[src/rtl/voxel_pkg.sv]
// Shared types and constants for the voxel frame sequencer.
// Holds the FSM state enum, camera field layout and power-on camera.
package voxel_pkg;

  typedef enum logic [2:0] {
    S_BUILD,
    S_WAIT_WORLD,
    S_IDLE,
    S_LAUNCH,
    S_RUN,
    S_ABORT
  } state_t;

  localparam int F_X       = 0;
  localparam int F_Y       = 1;
  localparam int F_Z       = 2;
  localparam int F_DIR_X   = 3;
  localparam int F_DIR_Y   = 4;
  localparam int F_DIR_Z   = 5;
  localparam int F_PLANE_X = 6;
  localparam int F_PLANE_Y = 7;
  localparam int NUM_FIELDS = 8;

  localparam int DEF_POS     = 10 << 8;
  localparam int DEF_DIR_X   = 256;
  localparam int DEF_PLANE_Y = 170;

  function automatic int field_default(input int f);
    case (f)
      F_X, F_Y, F_Z: return DEF_POS;
      F_DIR_X:       return DEF_DIR_X;
      F_PLANE_Y:     return DEF_PLANE_Y;
      default:       return 0;
    endcase
  endfunction

  // Packed default camera, field 0 in the LSBs; callers truncate.
  function automatic logic [511:0] def_cam(input int cam_w);
    logic [511:0] v;
    int fv;
    v = '0;
    for (int f = 0; f < NUM_FIELDS; f++) begin
      fv = field_default(f);
      for (int b = 0; b < cam_w && b < 32; b++) begin
        v[f*cam_w + b] = fv[b];
      end
    end
    return v;
  endfunction

endpackage

[src/rtl/voxel_cam_bank.sv]
// Shadow camera storage: one write port, one write-first read port.
// Out-of-range write indices are dropped.
module voxel_cam_bank
  import voxel_pkg::*;
#(
  parameter int NUM_VIEWS = 2,
  parameter int CAM_W     = 16,
  parameter int VW        = 1
) (
  input  logic              clk,
  input  logic              rst,
  input  logic              wr_en,
  input  logic [VW-1:0]     wr_idx,
  input  logic [8*CAM_W-1:0] wr_data,
  input  logic [VW-1:0]     rd_idx,
  output logic [8*CAM_W-1:0] rd_data
);

  localparam int CW = 8 * CAM_W;
  localparam logic [CW-1:0] DEF_CAM = CW'(def_cam(CAM_W));

  logic [CW-1:0] mem [NUM_VIEWS];
  logic          wr_ok;

  assign wr_ok = wr_en && (int'(wr_idx) < NUM_VIEWS);

  always_ff @(posedge clk) begin
    if (rst) begin
      for (int i = 0; i < NUM_VIEWS; i++) begin
        mem[i] <= DEF_CAM;
      end
    end else if (wr_ok) begin
      mem[wr_idx] <= wr_data;
    end
  end

  always_comb begin
    rd_data = mem[rd_idx];
    if (wr_ok && wr_idx == rd_idx) begin
      rd_data = wr_data;
    end
  end

endmodule

[src/rtl/voxel_frame_sequencer.sv]
// Frame sequencer: world build, per-frame camera latch, raycaster
// launch, timeout abort and round-robin view selection.
module voxel_frame_sequencer
  import voxel_pkg::*;
#(
  parameter int NUM_VIEWS = 2,
  parameter int CAM_W     = 16,
  parameter int CNT_W     = 32,
  parameter int TIMEOUT   = 2000000,
  parameter int TEST_FORCE_WORLD_READY = 0,
  localparam int VW = (NUM_VIEWS > 1) ? $clog2(NUM_VIEWS) : 1,
  localparam int CW = 8 * CAM_W
) (
  input  logic             clk,
  input  logic             rst,
  input  logic             soft_reset,
  input  logic [1:0]       mode,
  input  logic             start_req,
  output logic             world_start,
  input  logic             world_done,
  output logic             core_start,
  input  logic             core_busy,
  input  logic             core_done,
  output logic             core_abort,
  input  logic             cam_load,
  input  logic [VW-1:0]    cam_view,
  input  logic [CW-1:0]    cam_data_in,
  output logic [CW-1:0]    cam_active,
  output logic [VW-1:0]    view_idx,
  output logic             frame_done,
  output logic [CNT_W-1:0] frame_count,
  output logic             timeout_err,
  output logic             busy
);

  localparam int TW = (TIMEOUT > 1) ? $clog2(TIMEOUT + 1) : 1;
  localparam logic [CW-1:0] DEF_CAM = CW'(def_cam(CAM_W));

  state_t        state;
  state_t        nxt;
  logic          clr;
  logic          pending;
  logic [VW-1:0] next_view;
  logic [TW-1:0] run_cnt;
  logic [CW-1:0] shadow;
  logic          launch;
  logic          done_hit;
  logic          to_hit;
  logic          can_launch;

  assign clr      = rst | soft_reset;
  assign launch   = (state == S_LAUNCH);
  assign done_hit = (state == S_RUN) && core_done;
  assign to_hit   = (state == S_RUN) && !core_done
                 && (run_cnt == TW'(TIMEOUT - 1));

  voxel_cam_bank #(
    .NUM_VIEWS (NUM_VIEWS),
    .CAM_W     (CAM_W),
    .VW        (VW)
  ) u_bank (
    .clk     (clk),
    .rst     (clr),
    .wr_en   (cam_load),
    .wr_idx  (cam_view),
    .wr_data (cam_data_in),
    .rd_idx  (next_view),
    .rd_data (shadow)
  );

  always_comb begin
    can_launch = 1'b0;
    unique case (1'b1)
      (mode == 2'd0): can_launch = !core_busy;
      (mode == 2'd1): can_launch = !core_busy && pending;
      default:        can_launch = 1'b0;
    endcase
  end

  always_ff @(posedge clk) begin
    if (clr) state <= S_BUILD;
    else     state <= nxt;
  end

  always_comb begin
    nxt = state;
    unique case (state)
      S_BUILD:
        nxt = (TEST_FORCE_WORLD_READY != 0) ? S_IDLE : S_WAIT_WORLD;
      S_WAIT_WORLD:
        if (world_done) nxt = S_IDLE;
      S_IDLE:
        if (can_launch) nxt = S_LAUNCH;
      S_LAUNCH:
        nxt = S_RUN;
      S_RUN:
        if (core_done)   nxt = S_IDLE;
        else if (to_hit) nxt = S_ABORT;
      S_ABORT:
        if (!core_busy) nxt = S_IDLE;
      default:
        nxt = S_BUILD;
    endcase
  end

  // Gated by reset so no pulse appears while reset is held.
  assign world_start = (state == S_BUILD) && (TEST_FORCE_WORLD_READY == 0)
                    && !clr;
  assign core_start  = launch;
  assign busy        = (state != S_IDLE);

  always_ff @(posedge clk) begin
    if (clr) begin
      pending     <= 1'b0;
      next_view   <= '0;
      view_idx    <= '0;
      cam_active  <= DEF_CAM;
      run_cnt     <= '0;
      frame_done  <= 1'b0;
      core_abort  <= 1'b0;
      timeout_err <= 1'b0;
    end else begin
      if (start_req)   pending <= 1'b1;
      else if (launch) pending <= 1'b0;
      if (launch) begin
        cam_active <= shadow;
        view_idx   <= next_view;
        run_cnt    <= '0;
      end else if (state == S_RUN) begin
        run_cnt <= run_cnt + TW'(1);
      end
      frame_done <= done_hit;
      core_abort <= to_hit;
      if (to_hit) timeout_err <= 1'b1;
      if (done_hit) begin
        next_view <= (next_view == VW'(NUM_VIEWS - 1))
                   ? '0 : next_view + VW'(1);
      end
    end
  end

  // Survives soft_reset; only a full reset clears it.
  always_ff @(posedge clk) begin
    if (rst)                         frame_count <= '0;
    else if (done_hit && !soft_reset) frame_count <= frame_count + CNT_W'(1);
  end

endmodule
[config.mk]
export PLATFORM = sky130hd
export DESIGN_NAME = voxel_frame_sequencer
export DESIGN_NICKNAME = d
export VERILOG_FILES = /design/src/rtl/voxel_pkg.sv /design/src/rtl/voxel_cam_bank.sv /design/src/rtl/voxel_frame_sequencer.sv
export SDC_FILE = /design/constraint.sdc
export NUM_CORES = 1
export LEC_CHECK = 0
export BUFFER_PORTS_ARGS = -buffer_cell sky130_fd_sc_hd__buf_2
export CAP_MARGIN = 40
export CORE_AREA = 10 10 188 190
export DETAILED_ROUTE_END_ITERATION = 10
export DIE_AREA = 0 0 198 200
export PLACE_DENSITY = 0.83
export SYNTH_ARGS = -nofsm -noshare
export SYNTH_HDL_FRONTEND = slang
export SYNTH_SLANG_ARGS = --single-unit
[constraint.sdc]
create_clock -name clk -period 23.1 [get_ports clk]
set_input_delay 4.62 -clock clk [delete_from_list [all_inputs] [get_ports clk]]
set_output_delay 4.62 -clock clk [all_outputs]
set_load 0.1 [all_outputs]
==> impl_metrics.json <==
{
  "die_area_sq_mm": 0.0396,
  "worstSkewPairLatency_ns": 0.54,
  "drt_iter0_drc": 1095,
  "pwr-share-seq_pct": 52.8,
  "seq_area_frac_synth_pct": 61.6,
  "max-slew-margin-rel_pct": 42.6,
  "drive_above_1_share_pct": 20.1,
  "syn_inst": 1720,
  "rsz0062_at_grt": "no",
  "gp_congestion": 0.816,
  "p_int_mw": 1.31,
  "yosysTopAreaCellShare_pct": 41.2,
  "r2r_cells": 5,
  "grt_pass1_wl_mm": 70.8,
  "post-place-ws_ns": 12.33,
  "yosysUniqueCellTypes": 44,
  "avgRoutedWirePerCell_um": 18.7,
  "layout.nets": 2122,
  "swShare_pct": 21.2,
  "yosysTopAreaCell": "edfxtp_1",
  "placed_cell_area_sq_mm": 0.0206,
  "critPathArrivalTime_ns": 6.14,
  "avgViaCountPerCell": 5.57,
  "fin_area_sq_mm": 0.0220,
  "grt_overflow": 0,
  "synth_area_per_cell_sq_um": 10.8,
  "crit_buf_inv": 2,
  "synthTopCellsByArea": "edfxtp_1 41%, dfxtp_1 20%, and2_1 7.9%, o21ai_0 7.0%, mux2i_1 6.9%",
  "drv_slew": 0,
  "synthesis.nets": 1861,
  "grt_max_degree": 90,
  "cellPowerDensity_mw_per_mm2": 75.6,
  "synthesis.area_sq_mm": 0.0186,
  "start_util_pct": 59.4,
  "worst_slack_ns": 12.34,
  "ios": 306,
  "htreeDepth": 2,
  "die_y_um": 200,
  "multi_input_area_sq_mm": 0.00674,
  "setup-tns-final_ns": 0,
  "critPathMaxFanout": 36,
  "crit_type": "in -> out",
  "critPathSlowestCell": "buf_2",
  "clk_pin_slew_ns": 0.05,
  "finalHoldViolCount": 0,
  "cts_buffer_depth": 3,
  "synth_edf_count": 256,
  "track_usage_pct": 22.0,
  "clock_sinks": 446,
  "crit_required_ns": 18.48,
  "drc": 0,
  "dr.pass1.iters": 7,
  "finish.utilization_pct": 70.2,
  "ys_ff_latch": 446,
  "grt_pass1_vias": 13600,
  "p_clk_share_pct": 42.3,
  "yosysMostFrequentCell": "nand2_1",
  "post-route-min-period_ns": 10.76,
  "setup_viol": 0,
  "post_cts_buffers": 0,
  "portBuffers": 305,
  "nFillCells": 2265,
  "critPathMaxStageDelay_ns": 0.49,
  "skew_ns": 0.0183,
  "antenna_found_initial": 10,
  "ys_warn_count": 0,
  "p_leak_nw": 8.98,
  "numCtsBuffers": 45,
  "crit_family": "buffers and inverters",
  "finalWirelength_mm": 45.4,
  "fp-row-count": 65,
  "cts_resized": 0,
  "ir_drop_mv": 0.0542,
  "combPwrFrac_pct": 4.9,
  "async_flop_share_pct": 0,
  "postRouteAntennaNets": 0,
  "dp_hpwl_mm": 29.1,
  "instances_no_fill": 2429,
  "worst_hold_slack_ns": 0.448,
  "tightest_slew_ns": 0.860,
  "dp_cells": 2335,
  "core_area_sq_mm": 0.0314,
  "status": "finished, final reports clean",
  "drv_cap": 0,
  "seq_area_sq_mm": 0.0115,
  "die-width_um": 198,
  "timing.fmax_mhz": 93.0,
  "tritoncts": "built",
  "synth_ff_type": "edfxtp_1",
  "start_kind": "input pin",
  "hold_buffers": 0,
  "timing.reg2reg.setup_slack_ns": 20.19,
  "p_total_mw": 1.67,
  "crit_top_cell": "buf_2",
  "crit_cells": 4,
  "ctsRootBufferMaster": "clkbuf_16",
  "p_switching_mw": 0.353,
  "cp_cell_sequence": "buf_2 -> or2_2 -> nor4_1 -> buf_2",
  "worst_hold_path_type": "reg -> reg",
  "synth_common_cells": "284 x nand2_1, 259 x o21ai_0, 256 x edfxtp_1",
  "hold_depth": 2,
  "vias": 13500,
  "synthToLayoutAreaGrowth_pct": 18.2,
  "fin_crit_sh_pct": 46.6,
  "endpoint_kind": "primary output"
}
## state kept, by name, summed over array words and instances, names as in the netlist
name / cells
frame_done: 1
pending: 1
run_cnt: 21
frame_count: 32
cam_active: 128
timeout_err: 1
u_bank.mem: 256
next_view: 1
view_idx: 1
core_abort: 1
state: 3
## layer usage
metal	vias up	global-route usage [%]	part of all wire, %
met1	6452	28.1	41
met3	74	5.07	8.1
met5	-	0	0.015
met4	2	7.20	2.2
li1	6495	-	-
met2	510	36.5	49
## power by group through the flow
stage	Clock (mW)	Combinational [mW]	Sequential, mW
6_report	0.705	0.0820	0.880
5_1_grt	0.744	0.0918	0.883
4_1_cts	0.713	0.0821	0.880
3_5_place_dp	0	0.0815	0.897
3_3_place_gp	0	0.0776	0.895
2_1_floorplan	0	0.0452	0.902
## cells by family after synthesis
kind of cell | synth area share [%]
and+or+nand+nor | 18.7
DFF | 61.6
AOI/OAI and AO/OA | 8.15
muxes | 6.93
buffers and inverters | 2.51
xor gates and xnor gates | 1.93
adders and majority gates | 0.134
## final cells by class
class	instances	area share [%]
antenna	11	0.125
clock buffer	60	5.69
clock inverter	22	0.812
inverter	7	0.119
multi-input combinational	1155	30.6
sequential	446	52.1
tap	402	2.28
timing repair buffer	326	8.23
## tightest hold or removal path: stages, from the launching register on
cell     delay (ns)
dfxtp_1        0.32
nand2_1        0.04
o21ai_0        0.05
## cell usage in the layout, fill, tap and decap left out, types with 11 or more instances in the layout
cell and count:
mux2i_1 128, and2_1 234, nor2_1 50, a21oi_1 18, nand3_1 19, dfxtp_1 189
nand2_1 283, o21ai_0 258, nand4_1 13, or3_1 21, xor2_1 21, buf_2 305
clkbuf_16 47, nor4_1 13, diode_2 11, xnor2_1 20, buf_4 13, edfxtp_1 256
nand2b_1 11, o211ai_1 11
## final timing paths
path,startpoint,end
worst max-delay path,rst,world_start
worst min-delay path,cam_active[29]$_SDFFE_PP0P_,cam_active[29]$_SDFFE_PP0P_
worst max register to register,state[2]$_SDFFE_PP0P_,frame_count[29]$_SDFFE_PP0P_
worst min register to register,cam_active[29]$_SDFFE_PP0P_,cam_active[29]$_SDFFE_PP0P_
(Power assumes the default switching activity.)
